[src/rtl/onehot_decoder_sync.sv]
`default_nettype none
// ============================================================================
// Module      : onehot_decoder_sync
// Description : Registered binary-to-one-hot decoder behind a 2-entry FIFO
//               with valid/ready handshakes on both sides. Defining
//               DEC_COUNT_EN adds the xfer_count completed-transfer counter.
// Revision    : 1.0 - initial release
// ============================================================================
module onehot_decoder_sync #(
    parameter int SEL_W = 2,
    parameter int CNT_W = 16,
    localparam int OUT_W = 2**SEL_W
) (
    input  logic             clk,
    input  logic             rst_n,
    input  logic             in_valid,
    output logic             in_ready,
    input  logic [SEL_W-1:0] in_code,
    input  logic             in_en,
    output logic             out_valid,
    input  logic             out_ready,
    output logic [OUT_W-1:0] out_onehot
`ifdef DEC_COUNT_EN
    ,
    output logic [CNT_W-1:0] xfer_count
`endif
);

    localparam logic [1:0] c_FULL = 2'd2;

    logic [OUT_W-1:0] r_mem [2];
    logic             r_wr_ptr;
    logic             r_rd_ptr;
    logic [1:0]       r_count;
    logic             r_out_valid;

    logic             w_push;
    logic             w_pop;
    logic [OUT_W-1:0] w_word;
    logic [1:0]       w_count_nxt;

    // in_ready depends only on stored occupancy, so a pop while full
    // cannot open the input in the same cycle.
    assign in_ready   = (r_count != c_FULL);
    assign out_valid  = r_out_valid;
    assign w_push     = in_valid & in_ready;
    assign w_pop      = r_out_valid & out_ready;
    assign w_word     = in_en ? (OUT_W'(1) << in_code) : '0;
    assign out_onehot = r_out_valid ? r_mem[r_rd_ptr] : '0;

    always_comb begin
        w_count_nxt = r_count;
        case ({w_push, w_pop})
            2'b10:   w_count_nxt = r_count + 2'd1;
            2'b01:   w_count_nxt = r_count - 2'd1;
            default: w_count_nxt = r_count;
        endcase
    end

    always_ff @(posedge clk or negedge rst_n) begin
        if (!rst_n) begin
            r_mem[0]    <= '0;
            r_mem[1]    <= '0;
            r_wr_ptr    <= 1'b0;
            r_rd_ptr    <= 1'b0;
            r_count     <= 2'd0;
            r_out_valid <= 1'b0;
        end else begin
            if (w_push) begin
                r_mem[r_wr_ptr] <= w_word;
                r_wr_ptr        <= ~r_wr_ptr;
            end
            if (w_pop) begin
                r_rd_ptr <= ~r_rd_ptr;
            end
            r_count     <= w_count_nxt;
            r_out_valid <= (w_count_nxt != 2'd0);
        end
    end

`ifdef DEC_COUNT_EN
    logic [CNT_W-1:0] r_xfer_count;

    always_ff @(posedge clk or negedge rst_n) begin
        if (!rst_n) begin
            r_xfer_count <= '0;
        end else if (w_pop) begin
            r_xfer_count <= r_xfer_count + CNT_W'(1);
        end
    end

    assign xfer_count = r_xfer_count;
`endif

endmodule
`default_nettype wire

[config.mk]
export PLATFORM = sky130hd
export DESIGN_NAME = onehot_decoder_sync
export DESIGN_NICKNAME = d
export VERILOG_FILES = /design/src/rtl/onehot_decoder_sync.sv
export SDC_FILE = /design/constraint.sdc
export NUM_CORES = 1
export LEC_CHECK = 0
export ABC_AREA = 1
export ABC_CLOCK_PERIOD_IN_PS = 1300
export CAP_MARGIN = 20
export CORE_MARGIN = 5
export CORE_UTILIZATION = 43
export CTS_CLUSTER_SIZE = 25
export DETAILED_ROUTE_END_ITERATION = 16
export GPL_ROUTABILITY_DRIVEN = 0
export PLACE_DENSITY = 0.72
export SLEW_MARGIN = 25
export SYNTH_ARGS = -nofsm -noshare
export SYNTH_HDL_FRONTEND = slang
export SYNTH_SLANG_ARGS = --single-unit
[constraint.sdc]
create_clock -name clk -period 1.3 [get_ports clk]
set_clock_uncertainty 0.2 [all_clocks]
set_input_delay 0.26 -clock clk [delete_from_list [all_inputs] [get_ports clk]]
set_output_delay 0.26 -clock clk [all_outputs]
set_load 0.01 [all_outputs]
==> metrics.md <==
| Metric | Value |
|---|---|
| DRT Wirelength | `1.97 mm` |
| Final setup violation count | `13` |
| P&R area growth vs syn | `61.0%` |
| Crit share post-route | `124%` |
| Post-layout minimum cycle time | `1.62 ns` |
| FMAX | `618 MHz` |
| DP Cell Count | `108` |
| Critical-path top delay cell | `dfrtp_1` |
| Cells after Synth | `72` |
| CP Capture Type | `output port` |
| CTS sink count | `13` |
| Max IR drop VDD | `1220 µV` |
| Clock latency on the worst-skew pair | `0.29 ns` |
| GRT overflow | `0` |
| Iter 0 DRT Violations | `14` |
| Worst setup margin | `-0.317 ns` |
| Avg Inst Size Synth | `8.74 µm²` |
| Die area | `2330 µm²` |
| Ranking of synthesized cells by area | `dfrtp_1, nand2_1, nand3_4, o21ai_1, inv_1` |
| Buffers added on ports | `12` |
| Critical path launch point type | `flip-flop` |
| CTS buffer count | `3` |
| Via density | `5.35` |
| Pwr/cell area | `2510 nW/µm²` |
| CTS tree | `yes` |
| Slew margin rel. | `86.1%` |
| Hold Fails Final Rpt | `0` |
| Initial antenna violation count | `0` |
| Most common cell after layout, fill and taps aside | `dfrtp_1` |
| Yosys warning total | `0` |
| Worst Path Arrival | `1.16 ns` |
| Post-route setup TNS | `-2.24 ns` |
| CP startpoint | `r_rd_ptr` |
| CP max stage delay | `0.41 ns` |
| Min-Delay Path Class | `in -> async` |
| Clk slew on worst S/H paths | `0.09 ns` |
| Worst R2R Start | `out_valid` |
| Diodes inserted | `0` |
| Share of cells above drive strength 1 | `45.6%` |
| Core footprint | `1350 µm²` |
| GRT Util Overall | `18.1%` |
| R2r worst-path depth | `8` |
| Share of the yosys chip area belonging to registers | `51.7%` |
| Fin nets | `112` |
| Die height | `48.3 µm` |
| Reg-to-Reg End | `r_count[1]` |
| Root buf cell | `clkbuf_4` |
| WL per Instance | `16.7 µm` |
| H-Tree Depth | `1` |
| Initial Util | `46.6%` |
| Run status | `finished with violations` |
| Syn Nets | `80` |
| Crit Path Category | `reg -> out` |
| WP data required | `0.84 ns` |
| Cell variety after synth | `14` |
| Post-detail-place hpwl | `1.13 mm` |
| Max-slew violations | `0` |
| Die width | `48.3 µm` |
| Vias in the first global route | `593` |
| Number of I/O pins | `13` |
| Critical path peak fanout | `4` |
| Synth area leader | `dfrtp_1` |
| Cell row count | `13` |
| Leak | `0.489 nW` |
| Pwr Total | `2.54 mW` |
| Total iterations of the first detailed-routing run | `4` |
| Clock Path Buffers | `2` |
| Seq cells post-synth | `13` |
| CTS Hold Bufs | `0` |
| Most frequent cells in the layout | `dfrtp_1, nand2_1, buf_4` |
| Share of Yosys cell area claimed by the top area cell type | `51.7%` |
| Unrepaired setup endpoints after global routing | `true` |
| Fin cells | `118` |
| First-pass GRT wire length | `2.66 mm` |
| Cell Chain, Critical Path | `buf_6 -> o21ai_4 -> nor2_1 -> buf_2` |
| Worst-margin pin slew | `0.209 ns` |
| Failing checks | `setup timing` |
| Post-DRT Antenna Nets | `0` |
| Setup slack, reg-to-reg | `-0.24 ns` |
| MaxCap Viol Count | `0` |
| Mapped Area | `629 µm²` |
| Pin count of the biggest net entering global routing | `10` |
| Via count | `631` |
| DR DRC count | `0` |
==> timing repair <==
item / CTS / global route
resized for setup: 45 / 13
cloned: 0 / 1
setup endpoints to repair: 9 / 18
pin swaps: 9 / 5
setup buffers: 4 / 1
==> power by group <==
part | switching, mW | total [mW] | internal, mW
clock network | 0.141 | 0.260 | 0.119
logic | 0.825 | 1.55 | 0.725
registers | 0.157 | 0.734 | 0.577
total | 1.12 | 2.54 | 1.42
==> critical path: cells and delay by family (launching register included) <==
family | cells | cell delay (ns)
AND/OR/NAND/NOR | 1 | 0.05
buffers and inverters | 2 | 0.29
flip-flops | 1 | 0.41
AO/OA/AOI/OAI | 1 | 0.11
==> worst max path at each step <==
stage / to / slack [ns]
CTS: out_onehot[0] / -0.28
floorplan: out_valid / -0.13
finish: out_onehot[0] / -0.32
global route: out_onehot[2] / -0.34
global placement: out_valid / -0.47
detailed placement: out_valid / -0.54
==> stage by stage <==
stage               cell area [µm²]  setup WS, ns  utilization (%)  hold slack, ns
floorplan                       649        -0.128                -          -0.236
global placement                856        -0.466             63.4           0.268
detailed placement              856        -0.542             63.4           0.278
CTS                             940        -0.282             69.6          0.0661
global route                   1010        -0.344             75.1          0.0684
finish                         1010        -0.317             75.1          0.0699
==> cell usage after synthesis <==
cell type,number
dfrtp_1,13
ha_1,1
inv_1,9
inv_2,1
nand2_1,16
nand2_4,1
nand3_1,6
nand3_4,2
nand4_1,1
nor2_1,8
o21ai_0,4
o21ai_1,7
o21ai_2,1
xor2_1,2
==> logic make-up (layout without fill, tap and decap cells) <==
| logic type | Yosys count | after routing | share of synthesized area, % |
|---|---|---|---|
| flops | 13 | 13 | 51.7 |
| buf+inv | 10 | 40 | 5.96 |
| simple gates | 34 | 35 | 27.4 |
| compound gates | 12 | 12 | 10.1 |
| fa+ha+maj | 1 | 1 | 1.99 |
| xor+xnor | 2 | 2 | 2.78 |
==> sequential cells by signal, indices dropped and copies added, names as in the netlist <==
| name | cells |
|---|---|
| r_count | 2 |
| r_mem | 8 |
| r_rd_ptr | 1 |
| out_valid | 1 |
| r_wr_ptr | 1 |
==> area by class of cell <==
class,instances,area (µm²)
Multi-Input combinational cell,50,375
Fill cell,88,337
Sequential cell,13,325
Timing Repair Buffer,26,225
Inverter,10,42.5
Clock buffer,4,26.3
Tap cell,15,18.8
==> layer usage <==
metal | GRT usage (%) | wire [µm] | up-vias
met5 | 0 | 0 | -
met4 | 10.8 | 38 | 0
met3 | 4.43 | 69 | 5
met2 | 32.3 | 1090 | 17
met1 | 18.8 | 773 | 308
li1 | - | - | 301
No activity file was read; power rests on OpenSTA's default activity.
